==> src/rtl/snake_pkg.sv <==
// Shared snake game definitions: grid size, cell status codes, default colours.
// Pure declarations, no latency.
// No flow control; used by the controller and the renderer.
package snake_pkg;

    localparam int GRID_W = 160;
    localparam int GRID_H = 120;
    localparam int XW     = 8;
    localparam int YW     = 7;
    localparam int AW     = XW + YW;

    typedef enum logic [1:0] {
        ST_EMPTY = 2'd0,
        ST_BODY  = 2'd1,
        ST_FOOD  = 2'd2,
        ST_HEAD  = 2'd3
    } status_e;

    localparam logic [2:0] C_EMPTY = 3'b000;
    localparam logic [2:0] C_BODY  = 3'b010;
    localparam logic [2:0] C_FOOD  = 3'b100;
    localparam logic [2:0] C_HEAD  = 3'b111;

    typedef enum logic [1:0] {
        S_IDLE,
        S_SCAN,
        S_DRAIN,
        S_DONE
    } rstate_e;

    // One in-flight read: valid bit plus the pixel it belongs to.
    typedef struct packed {
        logic          vld;
        logic [XW-1:0] x;
        logic [YW-1:0] y;
    } pix_t;

    function automatic logic [2:0] colour_map(
        input logic [1:0] st,
        input logic [2:0] c_empty,
        input logic [2:0] c_body,
        input logic [2:0] c_food,
        input logic [2:0] c_head
    );
        logic [2:0] c;
        case (status_e'(st))
            ST_EMPTY: c = c_empty;
            ST_BODY:  c = c_body;
            ST_FOOD:  c = c_food;
            default:  c = c_head;
        endcase
        return c;
    endfunction

endpackage

==> src/rtl/snake_grid_renderer_if.sv <==
// Renderer bus: frame control, grid RAM read port and vga_adapter plot port.
// No latency of its own.
// No backpressure; the VGA side accepts one pixel per cycle.
interface snake_grid_renderer_if;
    import snake_pkg::*;

    logic          start;
    logic          busy;
    logic          done;
    logic [AW-1:0] ram_addr;
    logic [1:0]    ram_q;
    logic [XW-1:0] x_out;
    logic [YW-1:0] y_out;
    logic [2:0]    colour;
    logic          plot;

    modport master (
        input  start,
        input  ram_q,
        output busy,
        output done,
        output ram_addr,
        output x_out,
        output y_out,
        output colour,
        output plot
    );

    modport slave (
        output start,
        output ram_q,
        input  busy,
        input  done,
        input  ram_addr,
        input  x_out,
        input  y_out,
        input  colour,
        input  plot
    );

endinterface

==> src/rtl/snake_raster_counter.sv <==
// Row-major x/y raster counter with clear, enable, compare-based wrap and last flag.
// last is combinational from the current count; the count moves one step per enabled cycle.
// No backpressure; the owner gates en.
module snake_raster_counter
    import snake_pkg::*;
#(
    parameter int W = GRID_W,
    parameter int H = GRID_H
) (
    input  logic          clk,
    input  logic          reset_n,
    input  logic          clr,
    input  logic          en,
    output logic [XW-1:0] x,
    output logic [YW-1:0] y,
    output logic          last
);

    logic x_max;
    logic y_max;

    // Compare against the bound rather than relying on overflow, so any W/H fits.
    assign x_max = (x == XW'(W - 1));
    assign y_max = (y == YW'(H - 1));
    assign last  = x_max & y_max;

    always_ff @(posedge clk or negedge reset_n) begin
        if (!reset_n) begin
            x <= '0;
            y <= '0;
        end else if (clr) begin
            x <= '0;
            y <= '0;
        end else if (en) begin
            if (x_max) begin
                x <= '0;
                y <= y_max ? '0 : y + 1'b1;
            end else begin
                x <= x + 1'b1;
            end
        end
    end

endmodule

==> src/rtl/snake_grid_renderer.sv <==
// Raster-scans the snake grid RAM once per start and plots every cell as a coloured pixel.
// Latency: start in cycle 0 -> first plot in cycle READ_LATENCY+2, done after the last plot.
// No backpressure: one address and one pixel per cycle; start is ignored unless idle.
module snake_grid_renderer #(
    parameter int         GRID_W       = snake_pkg::GRID_W,
    parameter int         GRID_H       = snake_pkg::GRID_H,
    parameter int         READ_LATENCY = 1,
    parameter logic [2:0] C_EMPTY      = snake_pkg::C_EMPTY,
    parameter logic [2:0] C_BODY       = snake_pkg::C_BODY,
    parameter logic [2:0] C_FOOD       = snake_pkg::C_FOOD,
    parameter logic [2:0] C_HEAD       = snake_pkg::C_HEAD
) (
    input logic                   clk,
    input logic                   reset_n,
    snake_grid_renderer_if.master bus
);
    import snake_pkg::*;

    rstate_e       state_q;
    rstate_e       state_d;
    logic          cnt_clr;
    logic          issue;
    logic          cnt_last;
    logic [XW-1:0] cnt_x;
    logic [YW-1:0] cnt_y;
    logic          pipe_busy;

    pix_t          dly_q [READ_LATENCY];
    pix_t          tail;

    logic          plot_q;
    logic [XW-1:0] x_q;
    logic [YW-1:0] y_q;
    logic [2:0]    col_q;

    snake_raster_counter #(
        .W (GRID_W),
        .H (GRID_H)
    ) u_cnt (
        .clk     (clk),
        .reset_n (reset_n),
        .clr     (cnt_clr),
        .en      (issue),
        .x       (cnt_x),
        .y       (cnt_y),
        .last    (cnt_last)
    );

    always_ff @(posedge clk or negedge reset_n) begin
        if (!reset_n) begin
            state_q <= S_IDLE;
        end else begin
            state_q <= state_d;
        end
    end

    always_comb begin
        state_d = state_q;
        cnt_clr = 1'b0;
        issue   = 1'b0;
        case (state_q)
            S_IDLE: begin
                cnt_clr = 1'b1;
                if (bus.start) begin
                    state_d = S_SCAN;
                end
            end
            S_SCAN: begin
                issue = 1'b1;
                if (cnt_last) begin
                    state_d = S_DRAIN;
                end
            end
            S_DRAIN: begin
                if (!pipe_busy) begin
                    state_d = S_DONE;
                end
            end
            S_DONE: begin
                state_d = S_IDLE;
            end
            default: begin
                state_d = S_IDLE;
            end
        endcase
    end

    // Coordinates travel alongside the read so they line up with ram_q at the tail.
    always_ff @(posedge clk or negedge reset_n) begin
        if (!reset_n) begin
            for (int i = 0; i < READ_LATENCY; i++) begin
                dly_q[i] <= '0;
            end
        end else begin
            dly_q[0] <= '{vld: issue, x: cnt_x, y: cnt_y};
            for (int i = 1; i < READ_LATENCY; i++) begin
                dly_q[i] <= dly_q[i-1];
            end
        end
    end

    assign tail = dly_q[READ_LATENCY-1];

    always_comb begin
        pipe_busy = 1'b0;
        for (int i = 0; i < READ_LATENCY; i++) begin
            pipe_busy = pipe_busy | dly_q[i].vld;
        end
    end

    // ram_q is only looked at when the tail carries a valid read.
    always_ff @(posedge clk or negedge reset_n) begin
        if (!reset_n) begin
            plot_q <= 1'b0;
            x_q    <= '0;
            y_q    <= '0;
            col_q  <= '0;
        end else begin
            plot_q <= tail.vld;
            if (tail.vld) begin
                x_q   <= tail.x;
                y_q   <= tail.y;
                col_q <= colour_map(bus.ram_q, C_EMPTY, C_BODY, C_FOOD, C_HEAD);
            end
        end
    end

    assign bus.ram_addr = issue ? {cnt_x, cnt_y} : '0;
    assign bus.x_out    = x_q;
    assign bus.y_out    = y_q;
    assign bus.colour   = col_q;
    assign bus.plot     = plot_q;
    assign bus.busy     = (state_q == S_SCAN) || (state_q == S_DRAIN);
    assign bus.done     = (state_q == S_DONE);

endmodule
==> src/flat_wrapper.sv <==
// flat-port wrapper written by rule: the top's interface ports become plain ports
module snake_grid_renderer_flat import snake_pkg::*;
#(
    parameter int         GRID_W       = snake_pkg::GRID_W,
    parameter int         GRID_H       = snake_pkg::GRID_H,
    parameter int         READ_LATENCY = 1,
    parameter logic [2:0] C_EMPTY      = snake_pkg::C_EMPTY,
    parameter logic [2:0] C_BODY       = snake_pkg::C_BODY,
    parameter logic [2:0] C_FOOD       = snake_pkg::C_FOOD,
    parameter logic [2:0] C_HEAD       = snake_pkg::C_HEAD
)
  (clk, reset_n, bus_start, bus_ram_q, bus_busy, bus_done, bus_ram_addr, bus_x_out, bus_y_out, bus_colour, bus_plot);
  snake_grid_renderer_if bus_i ();
  input logic clk;
  input logic reset_n;
  input wire logic [$bits(bus_i.start)-1:0] bus_start;
  input wire logic [$bits(bus_i.ram_q)-1:0] bus_ram_q;
  output wire logic [$bits(bus_i.busy)-1:0] bus_busy;
  output wire logic [$bits(bus_i.done)-1:0] bus_done;
  output wire logic [$bits(bus_i.ram_addr)-1:0] bus_ram_addr;
  output wire logic [$bits(bus_i.x_out)-1:0] bus_x_out;
  output wire logic [$bits(bus_i.y_out)-1:0] bus_y_out;
  output wire logic [$bits(bus_i.colour)-1:0] bus_colour;
  output wire logic [$bits(bus_i.plot)-1:0] bus_plot;
  assign bus_i.start = bus_start;
  assign bus_i.ram_q = bus_ram_q;
  assign bus_busy = bus_i.busy;
  assign bus_done = bus_i.done;
  assign bus_ram_addr = bus_i.ram_addr;
  assign bus_x_out = bus_i.x_out;
  assign bus_y_out = bus_i.y_out;
  assign bus_colour = bus_i.colour;
  assign bus_plot = bus_i.plot;
  snake_grid_renderer #(.GRID_W(GRID_W), .GRID_H(GRID_H), .READ_LATENCY(READ_LATENCY), .C_EMPTY(C_EMPTY), .C_BODY(C_BODY), .C_FOOD(C_FOOD), .C_HEAD(C_HEAD)) u_core (.clk(clk), .reset_n(reset_n), .bus(bus_i));
endmodule
==> config.mk <==
export PLATFORM = sky130hd
export DESIGN_NAME = snake_grid_renderer_flat
export DESIGN_NICKNAME = d
export VERILOG_FILES = /design/src/rtl/snake_pkg.sv /design/src/rtl/snake_grid_renderer_if.sv /design/src/rtl/snake_raster_counter.sv /design/src/rtl/snake_grid_renderer.sv /design/src/flat_wrapper.sv
export SDC_FILE = /design/constraint.sdc
export NUM_CORES = 1
export LEC_CHECK = 0
export CORE_ASPECT_RATIO = 0.8
export CORE_UTILIZATION = 50
export CTS_BUF_LIST = sky130_fd_sc_hd__clkbuf_16
export CTS_CLUSTER_DIAMETER = 150
export DETAILED_ROUTE_END_ITERATION = 7
export GPL_TIMING_DRIVEN = 0
export PLACE_DENSITY = 0.77
export SYNTH_ARGS = -nofsm -noshare
export SYNTH_HDL_FRONTEND = slang
export SYNTH_SLANG_ARGS = --single-unit
==> constraint.sdc <==
create_clock -name clk -period 4.21 [get_ports clk]
set_clock_uncertainty 0.2 [all_clocks]
set_input_delay 1.263 -clock clk [delete_from_list [all_inputs] [get_ports clk]]
set_output_delay 1.263 -clock clk [all_outputs]
set_load 0.02 [all_outputs]
# Yosys cells after proc, flatten, opt, wreduce, memory -nomap -nowiden
# Cells that the tools add are included.
op_classes:
  n_div: 0
  reduce_logical: 7
  n_eq_ne: 10
  shifts: 0
  order_cmp: 0
  n_mux: 15
  mul: 0
  bitwise_logic: 1
  n_addsub: 2
ops:
  columns: ["cell", "n"]
  rows:
  - ["7-bit 2-to-1 mux", 4]
  - ["8-bit 2-to-1 mux", 3]
  - ["15-bit 2-to-1 mux", 1]
  - ["3-bit case mux with 3 select lines", 1]
  - ["8-bit by 1-bit adder with 8-bit output, second input constant", 1]
  - ["8-bit equality test, second input constant", 1]
  - ["2-bit case mux with 4 select lines", 1]
  - ["7-bit by 1-bit adder with 7-bit output, second input constant", 1]
  - ["7-bit equality test, second input constant", 1]
  - ["2-bit equality test, second input constant", 3]
  - ["2-bit 2-to-1 mux", 3]
  - ["2-bit by 1-bit equality test with 1-bit output, second input constant", 2]
  - ["2-bit logical NOT", 2]
  - ["2-bit inequality test, second input constant", 2]
  - ["2-bit nonzero test", 2]
  - ["3-bit AND reduction", 1]
  - ["1-bit 2-to-1 mux", 2]
  - ["2-bit by 1-bit inequality test with 1-bit output, second input constant", 1]
  - ["2-bit AND reduction", 1]
  - ["1-bit AND", 1]
  - ["1-bit logical OR", 1]
totals:
  mem_bits_ro: 0
  word_cells: 45
  mem_bits_rw: 0
  out_inout_bits: 36
  input_bits: 5
  latchBits: 0
  ff_bits: 52
  n_memories: 0

# Depth between registers and ports, before layout
# Gate-level depths: netlist (run 1).
depth:
  word_depth: 5
  depth_mapped: 7
  depth_no_buf: 6

# Hierarchy
# Synthesis (run 1) repeated with hierarchy kept, for this count alone.
hier_totals:
  hier_cells: 176
  hier_area_um2: 2220.9
by_module_without_submodules:
  columns: ["module", "n_inst", "seq_area_each_um2", "area_each_um2", "cells_each"]
  rows:
  - ["snake_grid_renderer", 1, 925.9, 1363.8, 88]
  - ["snake_raster_counter", 1, 375.4, 857.1, 88]

# Worst setup path after synthesis (run 1)
# OpenSTA, ideal clock, no wires.
synth_timing:
  path_type: "flip-flop to output port"
  startpoint: "register u_core.state_q[1]"
  endpoint: "output port bus_ram_addr[10]"
  slack_ps: 1325
  required_time_ps: 2747
  path_buffers: 2
  path_stages_with_launch: 6
  arrival_ps: 1422
  cell_sequence: "dfrtp_1 > inv_1 > ha_1 > clkbuf_1 > clkbuf_1 > and2_1"
synth_via:
  elab_chain_len: 3
synth_rtl:
  columns: ["item", "line", "source"]
  rows:
  - ["start: declaration", "snake_grid_renderer.sv:19", "rstate_e state_q;"]
  - ["start signal: assignment", "snake_grid_renderer.sv:53", "state_q <= state_d;"]
  - ["2-bit by 1-bit equality test with 1-bit output", "snake_grid_renderer.sv:61", "case (state_q)"]
  - ["1-bit 2-to-1 mux", "snake_grid_renderer.sv:61", null]
  - ["via u_core.issue", "snake_grid_renderer.sv:22", "logic issue;"]
  - ["15-bit 2-to-1 mux", "snake_grid_renderer.sv:128", "assign bus.ram_addr = issue ? {cnt_x, cnt_y} : '0;"]
  - ["end: declaration", "flat_wrapper.sv:20", "output wire logic [$bits(bus_i.ram_addr)-1:0] bus_ram_addr;"]
# The timed path passes the listed nets, and every way through them passes these cells.

# Worst setup path in the final report (run 1)
# Ends and elaborated chain as after synthesis.

==> results.cfg, run 1 <==
[power]
pwr-share-seq_pct = 51.8
swShare_pct = 18.68
internal_power_w = 0.0007882
clkPwrFrac_pct = 46.0
combPwrFrac_pct = 2.2
power.density_nw_per_um2 = 342.8
leakage_nw = 1.316
ir_drop_v = 0.0002636
power_switching_w = 0.0001811

[clocking]
clk_pin_slew_ns = 0.07
holdBufCountCts = 0
cts-root-buf = clkbuf_16
cts_setup_buffers = 0
cts_tree = yes
cts_sinks = 52
h-tree-depth = 2
cts_buffer_depth = 2
clk_latency_ns = 0.28
numCtsBuffers = 5

[timing]
maxSlewHeadroom_pct = 63.76
maxSlewViolCount = 0
tightest_slew_ns = 0.5436
min_period_ns = 4.015
setup_viol = 0
fin_crit_sh_pct = 95.36
fmax_ghz = 0.2491
setup_ws_ns = 0.1955
tns_ns = 0
hold_violations = 0
rsz0062_at_grt = no

[yosys]
synth_fp_nets = 182
ys.flop_type = dfrtp_1
ys_types = 34
ys_warn_count = 0
synth_top_cell_by_area = dfrtp_1
syn_area_per_cell_sq_um = 12.70
ys_ff_latch = 52
synthCells = 171
ys_top_cells_by_count = dfrtp_1, and2_1, mux2_2
synth-edff-count = 0
synthTopCellsByArea = dfrtp_1, mux2_2, and2_1, ha_1, xor2_1
syn-cell-area_sq_um = 2172
synth_most_common_cell = dfrtp_1
yosysTopAreaCellShare_pct = 59.91
ys_seq_area_share_pct = 59.91
async_flop_share_pct = 100.0

[job]
drv_cap = 0

[finish]
diodes = 0
drive_gt1_share_pct = 15.00
nNetsFinal = 230
fill_cells = 289
syn2layout_area_growth_pct = 30.18

[placed_design]
post-place-ws_ns = 0.3455
io_buffer_count = 40
gp_congestion = 0.8842
hpwl_um = 2993

[floorplan]
pin_count = 41
die_w_um = 75.69
die_area_sq_um = 4613
die_h_um = 60.95
rows = 21
core-area_sq_um = 4178
initial_core_util_pct = 51.99

[detailed_routing]
ant_nets = 0
drtIter0Drc = 56
vias = 1438
drt-total-wl_um = 4166
wire_per_inst_um = 15.04
drc = 0
routed_via_density = 5.191
firstDrtPassIters = 4

[worst_setup_path]
path_class = reg -> out
crit_path_max_incr_delay_ns = 0.63
path_cells = inv_1 -> ha_1 -> clkbuf_2 -> clkbuf_1 -> and2_1 -> clkdlybuf4s50_1
start_kind = flop
end_kind = output pin
critPathMaxFanout = 10
worst_path_max_delay_cell = clkdlybuf4s50_1
crit_arrival_ns = 2.55
critPathRequiredTime_ns = 2.75

[global_routing]
grt_first_pass_wirelength_um = 6658
grt_usage_pct = 20.42
antenna_found_initial = 0
grt_max_degree = 36
grt_pass1_vias = 1355
overflow = 0

[outcome]
status = complete, no violations

[min_path]
hold_path.class = reg -> reg
-- cell families (layout without fill, tap and decap cells) --
logic type | count (synthesis) | count (layout) | share of synthesized area, %
buf+inv | 12 | 61 | 2.534
simple gates | 60 | 60 | 16.71
xor+xnor | 6 | 6 | 2.419
compound gates | 13 | 13 | 3.802
mux | 22 | 22 | 11.17
flops | 52 | 52 | 59.91
fa+ha+maj | 6 | 6 | 3.456
-- placed cells by master, fill, tap and decap left out, drive strengths merged, types with 3 or more instances in the layout --
cell type | Yosys | final
dfrtp | 52 | 52
inv | 4 | 4
nor3 | 4 | 4
xor2 | 6 | 6
nand4 | 3 | 3
a21oi | 5 | 5
and3 | 3 | 3
mux2 | 18 | 18
nand2 | 6 | 6
clkbuf | 4 | 9
buf | 4 | 6
ha | 6 | 6
mux2i | 4 | 4
and2 | 17 | 17
clkdlybuf4s50 | 0 | 39
nand3 | 7 | 7
nor2 | 9 | 9
-- worst paths after layout --
check,slack [ns],end,start,depth (start not counted)
worst max register to register,2.02,u_core.state_q[1]$_DFFE_PN0P_,u_core.u_cnt.x[0]$_DFFE_PN0P_,6
worst min-delay path,0.25,u_core.dly_q[5]$_DFF_PN0_,u_core.u_cnt.y[5]$_DFFE_PN0P_,0
worst max-delay path,0.20,bus_ram_addr[10],u_core.state_q[1]$_DFFE_PN0P_,6
min in group asynchronous,0.70,u_core.bus.y_out[6]$_DFFE_PN0P_,reset_n,1
worst min register to register,0.25,u_core.dly_q[5]$_DFF_PN0_,u_core.u_cnt.y[5]$_DFFE_PN0P_,0
max in group asynchronous,2.59,u_core.bus.x_out[2]$_DFFE_PN0P_,reset_n,2
-- sequential cells by signal, summed over array words and instances, names as in the netlist --
signal,cells
u_core.u_cnt.y,7
u_core.state_q,2
u_core.bus.plot,1
u_core.bus.y_out,7
u_core.bus.x_out,8
u_core.bus.colour,3
u_core.u_cnt.x,8
u_core.dly_q,15
u_core.pipe_busy,1
-- routing by layer --
| layer | GRT usage (%) | share of wire, % | vias up |
|---|---|---|---|
| li1 | - | - | 691 |
| met1 | 27.30 | 46 | 715 |
| met2 | 32.91 | 50 | 30 |
| met3 | 4.983 | 3.5 | 2 |
| met4 | 7.143 | 0.46 | 0 |
| met5 | 0 | 0 | - |
-- critical path, delay by kind of cell (launching register included) --
family | cells | cell delay (ns)
buf+inv | 4 | 1.35
flops | 1 | 0.42
fa+ha+maj | 1 | 0.29
simple gates | 1 | 0.21
-- final cells by class --
type / instances / area (sq um) / area share (%)
clock buffer: 5 / 125.1 / 4.425
buffer: 8 / 41.29 / 1.460
timing repair buffer: 41 / 415.4 / 14.69
clock inverter: 3 / 42.54 / 1.504
tap: 57 / 71.32 / 2.522
inverter: 4 / 15.01 / 0.5310
sequential: 52 / 1301 / 46.02
multi-input combinational: 107 / 815.8 / 28.85
-- metrics by stage --
step / std cells / total power, W / cell area (sq um) / util [%] / hold WS, ns
after floorplan: 171 / 0.0005146 / 2172 / - / 0.1718
after global placement: 268 / 0.0005307 / 2644 / 63.28 / 0.2111
after detailed placement: 269 / 0.0005333 / 2659 / 63.64 / 0.2375
after CTS: 277 / 0.0009791 / 2826 / 67.66 / 0.2433
after global routing: 277 / 0.0009995 / 2828 / 67.68 / 0.2695
final: 277 / 0.0009693 / 2828 / 67.68 / 0.2510
-- what timing repair did --
item,CTS,global route
endpoints found under the hold margin,0,0
gates resized for setup,0,2
endpoints found under the setup margin,0,10
-- power groups by stage --
stage / Combinational, W / Clock [W] / Sequential [W]
floorplan: 0.00000154 / 0 / 0.000513
global placement: 0.0000196 / 0 / 0.000511
detailed placement: 0.0000221 / 0 / 0.000511
CTS: 0.0000222 / 0.000455 / 0.000502
global route: 0.0000243 / 0.000474 / 0.000501
finish: 0.0000213 / 0.000446 / 0.000502
Note: power is estimated with default switching activity, not from simulation.
==> inputs of run 2 (changes only) <==
Settings changed: GPL_TIMING_DRIVEN 0 to default.
==> run 2 against run 1 <==
  * Non-clock buffer count shrank 8
  * Wire length shrank 3.8%
  * Core utilization shrank 1.8 points
  * Hold slack lost 0.0054 ns
  * Worst setup slack gained 0.21 ns
  * Design area shrank 2.7%
  * First-iteration DRC count grew 77%
  * Highest routed layer unchanged
==> results.cfg, run 2 (synthesis results as in run 1) <==
[detailed_routing]
drc = 0
drt-total-wl_um = 4008
wire_per_inst_um = 14.90
routed_via_density = 5.335
drtIter0Drc = 99
ant_nets = 0
firstDrtPassIters = 4
vias = 1435

[power]
ir_drop_v = 0.0001657
internal_power_w = 0.0007267
swShare_pct = 19.98
leakage_nw = 1.279
combPwrFrac_pct = 2.2
pwr-share-seq_pct = 55.2
power_switching_w = 0.0001814
power.density_nw_per_um2 = 330.1
clkPwrFrac_pct = 42.6

[global_routing]
grt_max_degree = 35
grt_usage_pct = 19.15
overflow = 0
grt_first_pass_wirelength_um = 6306
grt_pass1_vias = 1367
antenna_found_initial = 0

[worst_setup_path]
crit_buf_inv = 2
path_cells = inv_1 -> ha_1 -> and2_1 -> clkdlybuf4s50_1
critPathMaxFanout = 25
worst_path_max_delay_cell = ha_1
start_kind = flop
end_kind = output pin
crit_arrival_ns = 2.34
startpoint = u_core.state_q[1]$_DFFE_PN0P_
path_class = reg -> out
rr_startpoint = u_core.state_q[1]$_DFFE_PN0P_
critPathRequiredTime_ns = 2.75
critPathTopFamily = buffers and inverters
crit_path_max_incr_delay_ns = 0.64

[clocking]
cts_sinks = 52
cts_buffer_depth = 2
numCtsBuffers = 5
cts_resized = 0
cts-root-buf = clkbuf_16
clk_latency_ns = 0.28
cts_tree = yes
cts_setup_buffers = 0
h-tree-depth = 2
clk_pin_slew_ns = 0.06
holdBufCountCts = 0

[finish]
drive_gt1_share_pct = 13.68
stdcell_count = 269
nNetsFinal = 222
final_cell_mix = dfrtp_1, clkdlybuf4s50_1, and2_1, mux2_2, nor2_1
syn2layout_area_growth_pct = 26.67
final_common_cell = dfrtp_1
utilization_pct = 65.86
multi_input_area_sq_um = 815.8
fill_cells = 319
layout.area.seq_sq_um = 1301
largest_reg_flops = 15
regMostFlops = u_core.dly_q
diodes = 0

[floorplan]
die_area_sq_um = 4613
rows = 21
die_w_um = 75.69
core-area_sq_um = 4178
initial_core_util_pct = 51.99
pin_count = 41
die_h_um = 60.95

[timing]
maxSlewHeadroom_pct = 44.70
setup_ws_ns = 0.4031
rsz0062_at_grt = no
holdWs_ns = 0.2456
tns_ns = 0
fmax_ghz = 0.2627
setup_viol = 0
fin_crit_sh_pct = 90.42
hold_violations = 0
tightest_slew_ns = 0.8295
maxSlewViolCount = 0
min_period_ns = 3.807

[job]
drv_cap = 0

[outcome]
status = complete, no violations

[placed_design]
gp_congestion = 0.7988
post-place-ws_ns = 0.6782
io_buffer_count = 40
placed_cells = 261
hpwl_um = 2806

[min_path]
min-delay-start = u_core.u_cnt.x[1]$_DFFE_PN0P_
hold_path.class = reg -> reg
==> run 2: cell types whose count changed in the layout (fill, tap and decap cells not counted), sizes merged <==
cell / delta
clkinvlp: +1
inv: +1
clkbuf: -4
bufinv: -1
buf: -4
clkinv: -1
==> run 2: final timing paths <==
check                                                   to  slack [ns]  cells after the start
max                                        bus_ram_addr[9]        0.40                      4
min                              u_core.dly_q[8]$_DFF_PN0_        0.25                      0
max reg2reg                  u_core.u_cnt.y[3]$_DFFE_PN0P_        1.59                      6
min reg2reg                      u_core.dly_q[8]$_DFF_PN0_        0.25                      0
max in group asynchronous    u_core.u_cnt.x[5]$_DFFE_PN0P_        2.25                      2
min in group asynchronous  u_core.bus.y_out[6]$_DFFE_PN0P_        0.84                      1
==> run 2: worst reg2reg max path, stage by stage (launching register included) <==
cell and delay [ns]:
dfrtp_1 0.41, inv_1 0.10, ha_1 0.64, and4bb_2 0.39
and2_1 0.36, a31oi_1 0.15, a211oi_1 0.26
==> run 2: power by group through the flow <==
| stage | clock (W) | sequential (W) | combinational (W) |
|---|---|---|---|
| final | 0.000387 | 0.000502 | 0.0000198 |
| after global routing | 0.000417 | 0.000501 | 0.0000230 |
| after CTS | 0.000398 | 0.000502 | 0.0000207 |
| after detailed placement | 0 | 0.000511 | 0.0000206 |
| after global placement | 0 | 0.000511 | 0.0000199 |
| after floorplan | 0 | 0.000513 | 0.00000154 |
==> run 2: through the flow <==
step	cell area [sq um]	power, W
floorplan	2172	0.0005146
global placement	2606	0.0005309
detailed placement	2606	0.0005318
CTS	2751	0.0009207
global route	2751	0.0009410
finish	2751	0.0009081
==> run 2: routing by layer <==
layer | vias up | GRT usage, % | routed length, um
li1 | 674 | - | -
met1 | 706 | 25.24 | 1815
met2 | 43 | 30.36 | 1955
met3 | 12 | 4.319 | 143
met4 | 0 | 9.259 | 93
met5 | - | 0 | 0
==> run 2: area by class of cell <==
class	instances	share of cell area, %
clock buffers	5	4.548
clock inverters	3	0.7276
inverters	4	0.5457
multi-input cells	107	29.65
flip-flops and latches	52	47.29
well taps	57	2.592
repair buffers	41	14.64
==> inputs of run 3 (changes only) <==
Clock period 4.21 ns to 4.9 ns, I/O delays scaled along.
==> run 3 against run 2 <==
  * Via count shrank 2.3%
  * First-iteration DRC count shrank 45%
  * Critical path type unchanged
  * Core utilization grew 0.060 points
  * Non-clock buffer count is the same
  * Wire length grew 1.1%
  * Design area is essentially flat
  * Clock power shrank 13%
  * Sequential share of layout area is essentially flat
  * Combinational power shrank 15%
  * Power shrank 13%
==> results.cfg, run 3 (synthesis results as in run 1) <==
[detailed_routing]
vias = 1402
drc = 0
drt-total-wl_um = 4053
wire_per_inst_um = 15.07
firstDrtPassIters = 4
routed_via_density = 5.212
ant_nets = 0
drtIter0Drc = 54

[global_routing]
grt_max_degree = 35
grt_usage_pct = 19.17
overflow = 0
met1_usage_pct = 25.05
grt_pass1_vias = 1299
grt-busiest-layer = met2
grt_first_pass_wirelength_um = 6292
grtUsageMet2_pct = 30.74
antenna_found_initial = 0
grt_use_met3_pct = 5.980

[timing]
hold_violations = 0
fmax_ghz = 0.2499
setup_viol = 0
fin_crit_sh_pct = 81.68
tns_ns = 0
rsz0062_at_grt = no
maxSlewHeadroom_pct = 43.73
maxSlewViolCount = 0
tightest_slew_ns = 0.8440
setup_ws_ns = 0.8978
min_period_ns = 4.002

[power]
pwr-share-seq_pct = 54.8
power_switching_w = 0.0001590
power.density_nw_per_um2 = 285.4
internal_power_w = 0.0006271
swShare_pct = 20.23
combPwrFrac_pct = 2.1
leakage_nw = 1.282
clkPwrFrac_pct = 43.0
ir_drop_v = 0.0001791

[clocking]
cts_setup_buffers = 0
holdBufCountCts = 0
cts_tree = yes
clk_pin_slew_ns = 0.07
h-tree-depth = 2
cts_buffer_depth = 2
cts_resized = 0
cts-root-buf = clkbuf_16
cts_sinks = 52
numCtsBuffers = 5
clk_latency_ns = 0.28

[floorplan]
die_area_sq_um = 4613
rows = 21
core-area_sq_um = 4178
die_h_um = 60.95
pin_count = 41
die_w_um = 75.69
initial_core_util_pct = 51.99

[min_path]
min_path_cells = 0
min-delay-start = u_core.u_cnt.x[1]$_DFFE_PN0P_
hold-path-endpoint = u_core.dly_q[8]$_DFF_PN0_
hold_path.class = reg -> reg

[worst_setup_path]
critPathMaxFanout = 25
end_kind = output pin
crit_arrival_ns = 2.33
start_kind = flop
path_class = reg -> out
worst_path_max_delay_cell = ha_1
critPathRequiredTime_ns = 3.23
critPathTopFamily = buffers and inverters
rr_startpoint = u_core.state_q[1]$_DFFE_PN0P_
worst_r2r_endpoint = u_core.u_cnt.y[3]$_DFFE_PN0P_
path_cells = inv_1 -> ha_1 -> and2_1 -> clkdlybuf4s50_1
rrSetupSlack_ns = 2.24
reg2regPathDepth = 6
crit_path_max_incr_delay_ns = 0.64
crit_buf_inv = 2

[finish]
fill_cells = 316
largest_reg_flops = 15
final_common_cell = dfrtp_1
nNetsFinal = 222
final_cell_mix = dfrtp_1, clkdlybuf4s50_1, and2_1, mux2_2, nor2_1
diodes = 0
layout.area.seq_sq_um = 1301
regMostFlops = u_core.dly_q
multi_input_area_sq_um = 815.8
drive_gt1_share_pct = 14.15
syn2layout_area_growth_pct = 26.79

[job]
drv_cap = 0

[placed_design]
post-place-ws_ns = 1.201
gp_congestion = 0.7951
io_buffer_count = 40
hpwl_um = 2783

[outcome]
status = complete, no violations
run 3: cell types whose count changed in the layout (fill, tap and decap cells not counted):
cell        before  now
inv_1            5    4
clkinv_2         0    1
inv_6            0    1
clkinvlp_4       1    0
run 3: how the worst max path moves through the flow:
stage | start | to | slack, ns | cells after the start
after floorplan | u_core.state_q[1]$_DFFE_PN0P_ | bus_ram_addr[10] | 1.81 | 5
after global placement | u_core.state_q[1]$_DFFE_PN0P_ | bus_ram_addr[9] | 1.26 | 4
after detailed placement | u_core.state_q[1]$_DFFE_PN0P_ | bus_ram_addr[9] | 1.20 | 4
after CTS | u_core.state_q[1]$_DFFE_PN0P_ | bus_ram_addr[9] | 0.89 | 4
after global routing | u_core.state_q[1]$_DFFE_PN0P_ | bus_ram_addr[9] | 0.76 | 4
final | u_core.state_q[1]$_DFFE_PN0P_ | bus_ram_addr[9] | 0.90 | 4
run 3: layout make-up:
type | count | area share, %
sequential | 52 | 47.25
tap | 57 | 2.590
clock buffer | 5 | 4.543
inverter | 4 | 0.5452
clock inverter | 3 | 0.8178
timing repair buffer | 41 | 14.63
multi-input combinational | 107 | 29.62
run 3: routing by layer:
layer | up-vias | share of wire [%]
li1 | 670 | -
met1 | 699 | 44
met2 | 31 | 52
met3 | 2 | 3.3
met4 | 0 | 0.67
met5 | - | 0
run 3: metrics by stage:
stage               utilization (%)  instances   power, W  cell area (sq um)  hold slack, ns
finish                        65.92        269  0.0007861               2754          0.2526
global route                  65.92        269  0.0008142               2754          0.2766
CTS                           65.92        269  0.0007975               2754          0.2527
detailed placement            62.38        261  0.0004570               2606          0.2255
global placement              62.38        261  0.0004561               2606          0.2105
floorplan                         -        171  0.0004422               2172          0.1718
run 3: power groups by stage:
stage	sequential (W)	clock, W	combinational [W]
3_3_place_gp	0.000439	0	0.0000171
5_1_grt	0.000431	0.000364	0.0000195
2_1_floorplan	0.000441	0	0.00000133
6_report	0.000431	0.000338	0.0000169
4_1_cts	0.000431	0.000349	0.0000178
3_5_place_dp	0.000439	0	0.0000177
